`src/rtl/bfly_operand_aligner_if.sv`:
```
// ----------------------------------------------------------------------------
// bfly_operand_aligner_if
//   Bundle of every signal exchanged between the FFT butterfly operand/result
//   aligner and its surroundings: the upstream operand stream, the butterfly
//   core, the downstream result stream and the status outputs.
//
//   master : the environment (operand source, butterfly core, result sink)
//   slave  : the aligner itself
//
//   Upstream  : in_valid/in_ready handshake, mode_req/mode_cur, a/b/tw operands
//   Core side : core_start, core_use_ct, aligned core_a/b/tw,
//               core_done plus core_ao/core_bo results
//   Result    : out_valid, aligned ao/bo
//   Status    : inflight count, sticky err
// ----------------------------------------------------------------------------
interface bfly_operand_aligner_if #(
   parameter int BITWIDTH     = 64,
   parameter int LANES        = 1,
   parameter int MAX_INFLIGHT = 32
);
   localparam int W     = LANES * BITWIDTH;
   localparam int CNT_W = $clog2(MAX_INFLIGHT + 1);

   logic             in_valid;
   logic             in_ready;
   logic             mode_req;
   logic             mode_cur;
   logic [W-1:0]     a_re, a_im, b_re, b_im, tw_re, tw_im;

   logic             core_start;
   logic             core_use_ct;
   logic [W-1:0]     core_a_re, core_a_im, core_b_re, core_b_im, core_tw_re, core_tw_im;
   logic             core_done;
   logic [W-1:0]     core_ao_re, core_ao_im, core_bo_re, core_bo_im;

   logic             out_valid;
   logic [W-1:0]     ao_re, ao_im, bo_re, bo_im;
   logic [CNT_W-1:0] inflight;
   logic             err;

   modport master (
      output in_valid, mode_req, a_re, a_im, b_re, b_im, tw_re, tw_im,
      output core_done, core_ao_re, core_ao_im, core_bo_re, core_bo_im,
      input  in_ready, mode_cur,
      input  core_start, core_use_ct,
      input  core_a_re, core_a_im, core_b_re, core_b_im, core_tw_re, core_tw_im,
      input  out_valid, ao_re, ao_im, bo_re, bo_im, inflight, err
   );

   modport slave (
      input  in_valid, mode_req, a_re, a_im, b_re, b_im, tw_re, tw_im,
      input  core_done, core_ao_re, core_ao_im, core_bo_re, core_bo_im,
      output in_ready, mode_cur,
      output core_start, core_use_ct,
      output core_a_re, core_a_im, core_b_re, core_b_im, core_tw_re, core_tw_im,
      output out_valid, ao_re, ao_im, bo_re, bo_im, inflight, err
   );
endinterface

```
`src/rtl/bfly_operand_aligner.sv`:
```
// ----------------------------------------------------------------------------
// bfly_operand_aligner
//   Operand/result alignment front-end for the FFT butterfly core.
//   - Accepts one butterfly per cycle (in_valid & in_ready) and fires
//     core_start in the same cycle with b passed straight through.
//   - a and twiddle travel through free-running delay lines; the tap used
//     depends on the applied mode (CT: a +CMULT_DELAY+2, tw +1;
//     GS: a +1, tw +ADD_DELAY+2).
//   - In GS mode the core's a result is delayed by CMULT_DELAY+1 so that it
//     lines up with core_done; b results always pass straight through.
//   - Counts outstanding butterflies and raises a sticky err on a core_done
//     that has no matching operation.
//   - A change of mode_req drains the pipeline before mode_cur is switched;
//     a request that reverts before the drain completes is ignored.
//
// Ports
//   clk  : clock
//   rst  : synchronous active-high reset
//   bus  : bfly_operand_aligner_if.slave (all data/handshake/status signals)
// ----------------------------------------------------------------------------
module bfly_operand_aligner #(
   parameter int BITWIDTH      = 64,
   parameter int LANES         = 1,
   parameter int ADD_DELAY     = 3,
   parameter int CMULT_DELAY   = 6,
   parameter int MAX_INFLIGHT  = 32,
   parameter bit RESET_MODE_CT = 1'b0
) (
   input  logic                   clk,
   input  logic                   rst,
   bfly_operand_aligner_if.slave  bus
);
   localparam int W      = LANES * BITWIDTH;
   localparam int CNT_W  = $clog2(MAX_INFLIGHT + 1);
   localparam int A_LEN  = CMULT_DELAY + 2;   // longest a delay (CT)
   localparam int TW_LEN = ADD_DELAY + 2;     // longest tw delay (GS)
   localparam int AO_LEN = CMULT_DELAY + 1;   // GS result realignment

   localparam logic [CNT_W-1:0] MAX_CNT = CNT_W'(MAX_INFLIGHT);
   localparam logic [CNT_W-1:0] CNT_ONE = CNT_W'(1);

   typedef enum logic [1:0] {
      ST_RUN,
      ST_DRAIN,
      ST_SWITCH
   } state_t;

   state_t           state_q, state_d;
   logic             mode_q;
   logic [CNT_W-1:0] inflight_q;
   logic             err_q;
   logic             in_ready;
   logic             accept;
   logic             mode_match;

   // Each entry holds {im, re} of one operand; entry i is delayed i+1 cycles.
   logic [2*W-1:0]   a_sr  [A_LEN];
   logic [2*W-1:0]   tw_sr [TW_LEN];
   logic [2*W-1:0]   ao_sr [AO_LEN];
   logic [2*W-1:0]   a_tap, tw_tap, ao_sel;

   assign mode_match = (bus.mode_req == mode_q);
   assign accept     = bus.in_valid & in_ready;

   // -------------------------------------------------------------------------
   // Free-running delay lines (shift every cycle, independent of accept)
   // -------------------------------------------------------------------------
   always_ff @(posedge clk) begin
      if (rst) begin
         // NOTE: these few registers drive the core directly, so they are
         // cleared on reset; a deep RAM-style delay line would be left unreset.
         for (int i = 0; i < A_LEN; i++)  a_sr[i]  <= '0;
         for (int i = 0; i < TW_LEN; i++) tw_sr[i] <= '0;
         for (int i = 0; i < AO_LEN; i++) ao_sr[i] <= '0;
      end else begin
         // NOTE: non-blocking assignments make every stage sample the previous
         // stage's old value, which is exactly what a shift register needs.
         a_sr[0]  <= {bus.a_im, bus.a_re};
         tw_sr[0] <= {bus.tw_im, bus.tw_re};
         ao_sr[0] <= {bus.core_ao_im, bus.core_ao_re};
         for (int i = 1; i < A_LEN; i++)  a_sr[i]  <= a_sr[i-1];
         for (int i = 1; i < TW_LEN; i++) tw_sr[i] <= tw_sr[i-1];
         for (int i = 1; i < AO_LEN; i++) ao_sr[i] <= ao_sr[i-1];
      end
   end

   assign a_tap  = mode_q ? a_sr[CMULT_DELAY+1] : a_sr[0];
   assign tw_tap = mode_q ? tw_sr[0]            : tw_sr[ADD_DELAY+1];
   assign ao_sel = mode_q ? {bus.core_ao_im, bus.core_ao_re} : ao_sr[AO_LEN-1];

   // -------------------------------------------------------------------------
   // In-flight counter and sticky error
   // -------------------------------------------------------------------------
   always_ff @(posedge clk) begin
      if (rst) begin
         inflight_q <= '0;
         err_q      <= 1'b0;
      end else begin
         if (bus.core_done && (inflight_q == '0)) err_q <= 1'b1;
         unique case ({accept, bus.core_done})
            2'b10:   inflight_q <= inflight_q + CNT_ONE;
            // An unmatched core_done leaves the counter parked at zero.
            2'b01:   if (inflight_q != '0) inflight_q <= inflight_q - CNT_ONE;
            default: ;
         endcase
      end
   end

   // -------------------------------------------------------------------------
   // Mode-switch FSM
   // -------------------------------------------------------------------------
   always_ff @(posedge clk) begin
      if (rst) begin
         state_q <= ST_RUN;
         mode_q  <= RESET_MODE_CT;
      end else begin
         state_q <= state_d;
         if (state_q == ST_SWITCH) mode_q <= bus.mode_req;
      end
   end

   always_comb begin
      // NOTE: defaults first so every path assigns both outputs (no latches).
      state_d  = state_q;
      in_ready = 1'b0;
      unique case (state_q)
         ST_RUN: begin
            in_ready = mode_match && (inflight_q < MAX_CNT);
            if (!mode_match) state_d = ST_DRAIN;
         end
         ST_DRAIN: begin
            // A reverted request cancels the drain without touching mode_cur.
            if (mode_match)              state_d = ST_RUN;
            else if (inflight_q == '0)   state_d = ST_SWITCH;
         end
         ST_SWITCH: state_d = ST_RUN;
         default:   state_d = ST_RUN;
      endcase
   end

   // -------------------------------------------------------------------------
   // Outputs
   // -------------------------------------------------------------------------
   assign bus.in_ready    = in_ready;
   assign bus.mode_cur    = mode_q;
   assign bus.core_use_ct = mode_q;
   assign bus.core_start  = accept;

   assign bus.core_b_re   = bus.b_re;
   assign bus.core_b_im   = bus.b_im;
   assign {bus.core_a_im, bus.core_a_re}   = a_tap;
   assign {bus.core_tw_im, bus.core_tw_re} = tw_tap;

   assign bus.out_valid   = bus.core_done;
   assign {bus.ao_im, bus.ao_re} = ao_sel;
   assign bus.bo_re       = bus.core_bo_re;
   assign bus.bo_im       = bus.core_bo_im;

   assign bus.inflight    = inflight_q;
   assign bus.err         = err_q;
endmodule
```
`src/flat_wrapper.sv`:
```
// flat-port wrapper written by rule: the top's interface ports become plain ports
module bfly_operand_aligner_flat 
#(
   parameter int BITWIDTH      = 64,
   parameter int LANES         = 1,
   parameter int ADD_DELAY     = 3,
   parameter int CMULT_DELAY   = 6,
   parameter int MAX_INFLIGHT  = 32,
   parameter bit RESET_MODE_CT = 1'b0
)
  (clk, rst, bus_in_valid, bus_mode_req, bus_a_re, bus_a_im, bus_b_re, bus_b_im, bus_tw_re, bus_tw_im, bus_core_done, bus_core_ao_re, bus_core_ao_im, bus_core_bo_re, bus_core_bo_im, bus_in_ready, bus_mode_cur, bus_core_start, bus_core_use_ct, bus_core_a_re, bus_core_a_im, bus_core_b_re, bus_core_b_im, bus_core_tw_re, bus_core_tw_im, bus_out_valid, bus_ao_re, bus_ao_im, bus_bo_re, bus_bo_im, bus_inflight, bus_err);
  bfly_operand_aligner_if #(.BITWIDTH(BITWIDTH), .LANES(LANES), .MAX_INFLIGHT(MAX_INFLIGHT)) bus_i ();
  input  logic clk;
  input  logic rst;
  input wire logic [$bits(bus_i.in_valid)-1:0] bus_in_valid;
  input wire logic [$bits(bus_i.mode_req)-1:0] bus_mode_req;
  input wire logic [$bits(bus_i.a_re)-1:0] bus_a_re;
  input wire logic [$bits(bus_i.a_im)-1:0] bus_a_im;
  input wire logic [$bits(bus_i.b_re)-1:0] bus_b_re;
  input wire logic [$bits(bus_i.b_im)-1:0] bus_b_im;
  input wire logic [$bits(bus_i.tw_re)-1:0] bus_tw_re;
  input wire logic [$bits(bus_i.tw_im)-1:0] bus_tw_im;
  input wire logic [$bits(bus_i.core_done)-1:0] bus_core_done;
  input wire logic [$bits(bus_i.core_ao_re)-1:0] bus_core_ao_re;
  input wire logic [$bits(bus_i.core_ao_im)-1:0] bus_core_ao_im;
  input wire logic [$bits(bus_i.core_bo_re)-1:0] bus_core_bo_re;
  input wire logic [$bits(bus_i.core_bo_im)-1:0] bus_core_bo_im;
  output wire logic [$bits(bus_i.in_ready)-1:0] bus_in_ready;
  output wire logic [$bits(bus_i.mode_cur)-1:0] bus_mode_cur;
  output wire logic [$bits(bus_i.core_start)-1:0] bus_core_start;
  output wire logic [$bits(bus_i.core_use_ct)-1:0] bus_core_use_ct;
  output wire logic [$bits(bus_i.core_a_re)-1:0] bus_core_a_re;
  output wire logic [$bits(bus_i.core_a_im)-1:0] bus_core_a_im;
  output wire logic [$bits(bus_i.core_b_re)-1:0] bus_core_b_re;
  output wire logic [$bits(bus_i.core_b_im)-1:0] bus_core_b_im;
  output wire logic [$bits(bus_i.core_tw_re)-1:0] bus_core_tw_re;
  output wire logic [$bits(bus_i.core_tw_im)-1:0] bus_core_tw_im;
  output wire logic [$bits(bus_i.out_valid)-1:0] bus_out_valid;
  output wire logic [$bits(bus_i.ao_re)-1:0] bus_ao_re;
  output wire logic [$bits(bus_i.ao_im)-1:0] bus_ao_im;
  output wire logic [$bits(bus_i.bo_re)-1:0] bus_bo_re;
  output wire logic [$bits(bus_i.bo_im)-1:0] bus_bo_im;
  output wire logic [$bits(bus_i.inflight)-1:0] bus_inflight;
  output wire logic [$bits(bus_i.err)-1:0] bus_err;
  assign bus_i.in_valid = bus_in_valid;
  assign bus_i.mode_req = bus_mode_req;
  assign bus_i.a_re = bus_a_re;
  assign bus_i.a_im = bus_a_im;
  assign bus_i.b_re = bus_b_re;
  assign bus_i.b_im = bus_b_im;
  assign bus_i.tw_re = bus_tw_re;
  assign bus_i.tw_im = bus_tw_im;
  assign bus_i.core_done = bus_core_done;
  assign bus_i.core_ao_re = bus_core_ao_re;
  assign bus_i.core_ao_im = bus_core_ao_im;
  assign bus_i.core_bo_re = bus_core_bo_re;
  assign bus_i.core_bo_im = bus_core_bo_im;
  assign bus_in_ready = bus_i.in_ready;
  assign bus_mode_cur = bus_i.mode_cur;
  assign bus_core_start = bus_i.core_start;
  assign bus_core_use_ct = bus_i.core_use_ct;
  assign bus_core_a_re = bus_i.core_a_re;
  assign bus_core_a_im = bus_i.core_a_im;
  assign bus_core_b_re = bus_i.core_b_re;
  assign bus_core_b_im = bus_i.core_b_im;
  assign bus_core_tw_re = bus_i.core_tw_re;
  assign bus_core_tw_im = bus_i.core_tw_im;
  assign bus_out_valid = bus_i.out_valid;
  assign bus_ao_re = bus_i.ao_re;
  assign bus_ao_im = bus_i.ao_im;
  assign bus_bo_re = bus_i.bo_re;
  assign bus_bo_im = bus_i.bo_im;
  assign bus_inflight = bus_i.inflight;
  assign bus_err = bus_i.err;
  bfly_operand_aligner #(.BITWIDTH(BITWIDTH), .LANES(LANES), .ADD_DELAY(ADD_DELAY), .CMULT_DELAY(CMULT_DELAY), .MAX_INFLIGHT(MAX_INFLIGHT), .RESET_MODE_CT(RESET_MODE_CT)) u_core (.clk(clk), .rst(rst), .bus(bus_i));
endmodule
```
`config.mk`:
```
export PLATFORM = sky130hd
export DESIGN_NAME = bfly_operand_aligner_flat
export DESIGN_NICKNAME = d
export VERILOG_FILES = /design/src/rtl/bfly_operand_aligner_if.sv /design/src/rtl/bfly_operand_aligner.sv /design/src/flat_wrapper.sv
export SDC_FILE = /design/constraint.sdc
export NUM_CORES = 2
export LEC_CHECK = 0
export BUFFER_PORTS_ARGS = -buffer_cell sky130_fd_sc_hd__buf_2
export CAP_MARGIN = 25
export CORE_MARGIN = 4
export CORE_UTILIZATION = 29
export DETAILED_ROUTE_END_ITERATION = 10
export GPL_ROUTABILITY_DRIVEN = 0
export PLACE_DENSITY_LB_ADDON = 0.12
export SETUP_SLACK_MARGIN = 0.02
export SKIP_LAST_GASP = 1
export SYNTH_ARGS = -nofsm -noshare
export SYNTH_HDL_FRONTEND = slang
export SYNTH_SLANG_ARGS = --single-unit
export TNS_END_PERCENT = 5
```
`constraint.sdc`:
```
create_clock -name clk -period 3.1 [get_ports clk]
set_clock_uncertainty 0.2 [all_clocks]
set_input_delay 0.465 -clock clk [delete_from_list [all_inputs] [get_ports clk]]
set_output_delay 0.465 -clock clk [all_outputs]
set_load 0.01 [all_outputs]
```
# Yosys cells after proc, flatten, opt, wreduce, memory -nomap -nowiden
# Memory sizes are Yosys's and may differ from the RTL's.
# Cells that the tools add are included.
# op_classes
addsub	2
magnitude_cmp	1
bitwise	21
eq_ne	8
mux	33
n_reduce_logical	8
# ops
cell	n
128-bit 2-to-1 mux	23
1-bit OR	20
6-bit one-hot mux with 2 select lines	1
6-bit by 1-bit adder with 6-bit output, second input constant	1
6-bit logical NOT	1
6-bit < comparator, second input constant	1
2-bit 2-to-1 mux	3
6-bit 2-to-1 mux	1
6-bit nonzero test	1
6-bit by 1-bit subtractor with 6-bit output, second input constant	1
2-bit by 1-bit == test with 1-bit output, second input constant	2
2-bit == test, second input constant	2
1-bit 2-to-1 mux	4
2-bit one-hot mux with 2 select lines	1
2-bit AND reduction	2
3-bit by 1-bit != test with 1-bit output, second input constant	1
1-bit logical AND	2
2-bit logical NOT	1
2-bit by 1-bit != test with 1-bit output, second input constant	1
2-bit != test, second input constant	1
2-bit nonzero test	1
1-bit AND	1
1-bit == test	1
# totals
n_memories	3
input_bits	645
register_bits	10
mem_bits_rw	2560
wordCells	80
# memory_table
name	words	word_bits	read_ports	rd_ports_with_merged_regs	wr	line_no	text
u_core.a_sr	8	128	8	0	8	bfly_operand_aligner.sv:57	logic [2*W-1:0] a_sr [A_LEN];
u_core.ao_sr	7	128	7	0	7	bfly_operand_aligner.sv:59	logic [2*W-1:0] ao_sr [AO_LEN];
u_core.tw_sr	5	128	5	0	5	bfly_operand_aligner.sv:58	logic [2*W-1:0] tw_sr [TW_LEN];

# Depth between registers and ports, before layout
# logic_depth
word_depth	7
ltp_mapped	10
depth_no_buf	9

# Worst setup path after synthesis
# OpenSTA, ideal clock, no wires.
# synth_timing
path_kind	flip-flop to flip-flop
from	register u_core.mode_q (netlist: u_core.bus.core_use_ct)
to	register u_core.inflight_q[5] (netlist: u_core.bus.inflight[5])
arrival_time_ns	2.461
path_buffers	1
path_stages_with_launch	11
slack_ns	0.316
cell_sequence	dfxtp_1 buf_2 xnor2_2 nand3_1 and2_1 ha_1 a211oi_1 o21bai_1 a21oi_1 mux2i_1 mux2_1
# synth_between
elab_chain_cells	7
# synth_lines
item	line_no	text
from (decl)	bfly_operand_aligner.sv:49	logic mode_q;
from (signal assigned)	bfly_operand_aligner.sv:118	if (state_q == ST_SWITCH) mode_q <= bus.mode_req;
1-bit == test *	bfly_operand_aligner.sv:62	assign mode_match = (bus.mode_req == mode_q);
1-bit logical AND *	bfly_operand_aligner.sv:128	in_ready = mode_match && (inflight_q < MAX_CNT);
1-bit 2-to-1 mux *	bfly_operand_aligner.sv:126	unique case (state_q)
1-bit AND *	bfly_operand_aligner.sv:63	assign accept = bus.in_valid & in_ready;
2-bit by 1-bit == test with 1-bit output / 2-bit == test (equally long branches)	bfly_operand_aligner.sv:100	unique case ({accept, bus.core_done})
2-bit by 1-bit != test with 1-bit output (no source line) / 2-bit nonzero test (equally long branches)	--	
2-bit AND reduction (no source line)	--	
to (signal assigned)	bfly_operand_aligner.sv:101	2'b10: inflight_q <= inflight_q + CNT_ONE;
to (signal assigned)	bfly_operand_aligner.sv:103	2'b01: if (inflight_q != '0) inflight_q <= inflight_q - CNT_ONE;
to (decl)	bfly_operand_aligner.sv:50	logic [CNT_W-1:0] inflight_q;
# Mark *: on every way between the ends. The rest lies on a longest branch, timed or not.
# A chain may end at the register's enable or synchronous reset.

# Worst setup path after layout
# layout_timing
from	register u_core.mode_q (netlist: u_core.bus.core_use_ct)
to	output bus_ao_im[51]
# layout_between
elab_chain_cells	1
# layout_lines
item	line_no	text
128-bit 2-to-1 mux	bfly_operand_aligner.sv:89	assign ao_sel = mode_q ? {bus.core_ao_im, bus.core_ao_re} : ao_sr[AO_LEN-1];
to (decl)	flat_wrapper.sv:40	output wire logic [$bits(bus_i.ao_im)-1:0] bus_ao_im;
# Every way passes these cells.

==> impl_results.md <==
* Setup CP Type: register to output pin
* Syn Inst Count at 6,151
* Final Cycle Share at 98.0%
* Syn Area/Cell at 12.3 sq um
* Pre-Repair DR Iteration Count at 5
* Worst hold stages at 3
* Largest net degree at the start of global routing at 159
* Min Hold Slack at 108 ps
* Worst VDD drop at 0.485 mV
* CP required at 2430 ps
* DP Wirelength at 122 mm
* Vias per inst at 3.85
* Fmax at 329 MHz
* Post-synthesis mux area share at 5.85%
* Max_cap viols at 0
* Crit path capture type: output pin
* Worst-Skew Late Latency at 920 ps
* First-pass GRT wire length at 272 mm
* Sw frac at 21.1%
* Clock root buffer: clkbuf_16
* Post-route DRC at 0
* Largest family of logic cells by synthesized area: simple AND/OR/NAND/NOR gates
* Reg2Reg Setup Slack at 260 ps
* Worst-path clk slew at 60 ps
* Unique masters post-synth at 32
* Unrepaired setup endpoints after global routing: true
* Min cycle time layout at 3040 ps
* Reg2reg start: u_core.bus.core_use_ct
* Syn nets at 6,801
* Die height at 518 um
* Yosys warns at 0
* Reg power frac at 48.4%
* Finished Layout Cells at 10,700
* Layout cell share with drive strength beyond 1 at 23.0%
* Final worst setup slack at 62.9 ps
* Max-slew violations at 0
* Min-delay src: bus_tw_im[23]
* Vias in the first global route at 40,700
* Cells after DPL at 9,794
* Leading cell types in the layout, fill and taps excluded: dfxtp_1, nor2b_1, buf_2, dlygate4sd3_1, mux2_2
* Post-DP Area at 81,100 sq um
* Xor-xnor portion of the synthesized cell area at 0.0680%
* Asr flop ratio synth at 0%
* Final setup viols at 0
* CP Max Fanout at 7
* Clock Power Share at 47.3%
* Vias at 41,300
* Core Area at 258,000 sq um
* Fraction of the mapped netlist area in adder cells at 0.0929%
* Sequential fraction of the synthesis area at 68.2%
* TritonCTS clock tree: built
* Post-Route WL at 185 mm
* Seq cells post-synth at 2,570
* Synth Cell Area at 75,400 sq um
* Status: complete, no violations
* Initial antenna violation count at 30
* Sink Count at 2,570
* CTS buffer count at 292
* Synth Area in Compound Gates at 0.136%
* Reg2reg end: u_core.bus.inflight[5]
* Avg WL per Cell at 17.2 um
* Fin area at 95,000 sq um
* Commonest non-fill, non-tap cell in the layout: dfxtp_1
* Io pins at 1,297
* Place WS at 222 ps
* Slew headroom at 53.2%
* Die width at 518 um
* Pleak at 0.0393 uW
* Critical path launch point type: register
* Net Sw Power at 15,000 uW
* Worst Hold Endpoint: u_core.tw_sr[0][87]
* Cell row count at 186
* Least-Margin Pin Slew at 702 ps
* Internal power component at 55,900 uW
* Congestion Overflow GR at 0
* Power Dens Cells at 746 nW/um^2
* Hold Violations, Final at 0
* Class of the worst hold path: input pin to register
* Sum of negative setup slack at 0 ps
* Most used DFF post-synth: dfxtp_1
* Fill cells at 25,400
* Die area at 268,000 sq um
* Clk buf depth at 4
* Port bufs at 784
* H-tree depth at 5
* Total track usage at 13.3%
* Critical path launch point: u_core.bus.core_use_ct
* Logic pwr share at 4.3%
* Worst r2r path cells at 10
* Simple-Gate Fraction of Synth Area at 21.4%
* Initial drt markers at 2,143
* Initial Utilization at 29.2%
* Antenna Nets Post-Route at 0
* Nets at 7,774
* EDFF count, synth at 0
* Critical Path AT at 2370 ps
* P&R area growth vs syn at 25.9%
==> layer usage <==
layer	GRT usage, %	share of wire, %	up-vias
met5	1.64	0.35	-
met4	4.00	2.7	18
met3	5.22	8.4	339
met2	17.4	37	1343
met1	19.6	51	19000
li1	-	-	20600
==> Yosys cell counts, drive strengths merged (2+ instances only) <==
| library cell | instances | area (sq um) |
|---|---|---|
| nor3 | 2 | 10.0 |
| ha | 4 | 50.1 |
| clkbuf | 288 | 1080 |
| a21oi | 5 | 28.8 |
| buf | 299 | 2140 |
| mux2 | 385 | 4340 |
| and2 | 2 | 12.5 |
| a21o | 2 | 16.3 |
| nor2b | 2561 | 16000 |
| nor2 | 9 | 33.8 |
| mux2i | 6 | 72.6 |
| dfxtp | 2570 | 51400 |
| a211oi | 2 | 15.0 |
| xnor2 | 5 | 51.3 |
==> critical path, stage by stage, from the launching register on <==
cell and delay (ps):
dfxtp_4 410, buf_16 200, buf_12 180, buf_6 140
mux2_2 360, buf_2 190
==> cell families after synthesis <==
| kind of cell | count (synthesis) |
|---|---|
| buffers and inverters | 588 |
| flip-flops | 2570 |
| adder cells (fa/ha/maj) | 5 |
| XOR/XNOR | 5 |
| multiplexers | 391 |
| AO/OA/AOI/OAI | 13 |
| AND/OR/NAND/NOR | 2579 |
==> worst max-delay path by stage <==
stage                                        end  slack [ps]
after floorplan           u_core.bus.inflight[5]         320
after global placement    u_core.bus.inflight[5]         140
after detailed placement  u_core.bus.inflight[5]         220
after CTS                       bus_core_a_re[0]         -80
after global routing           bus_core_a_re[53]         -60
final                              bus_ao_im[51]          60
==> flip-flops by register name, summed over array words and instances (netlist names) <==
register	count
u_core.bus.core_use_ct	1
u_core.a_sr	1024
u_core.bus.err	1
u_core.ao_sr	896
u_core.tw_sr	640
u_core.bus.inflight	6
u_core.state_q	2
==> area by class of cell <==
class                           instances  area (sq um)  area share (%)
Timing Repair Buffer                 1266          9130            9.61
Antenna cell                           13          32.5          0.0343
Clock inverter                         76           991            1.04
Inverter                                1          3.75         0.00395
Sequential cell                      2570         51500            54.2
Clock buffer                          415          8390            8.84
Multi-Input combinational cell       2993         20700            21.8
Tap cell                             3384          4230            4.46
==> repair_timing <==
item | CTS | global route
setup endpoints to repair | 281 | 316
setup buffers | 11 | 0
hold endpoints to repair | 429 | 0
hold buffers | 401 | 0
gates cloned | 8 | 1
gates resized for setup | 11 | 2
==> metrics by stage <==
step           power [uW]  util (%)
5_1_grt             73700      36.8
2_1_floorplan       36800         -
6_report            70800      36.8
4_1_cts             72200      36.8
3_5_place_dp        37600      31.5
3_3_place_gp        37600      31.5
==> power by group through the flow <==
stage / clock, uW / sequential (uW) / combinational [uW]
after CTS: 34700 / 34300 / 3130
after global routing: 36000 / 34300 / 3380
after global placement: 0 / 35000 / 2610
after floorplan: 0 / 34800 / 2000
after detailed placement: 0 / 35000 / 2630
final: 33500 / 34300 / 3080
(Power assumes the default switching activity.)
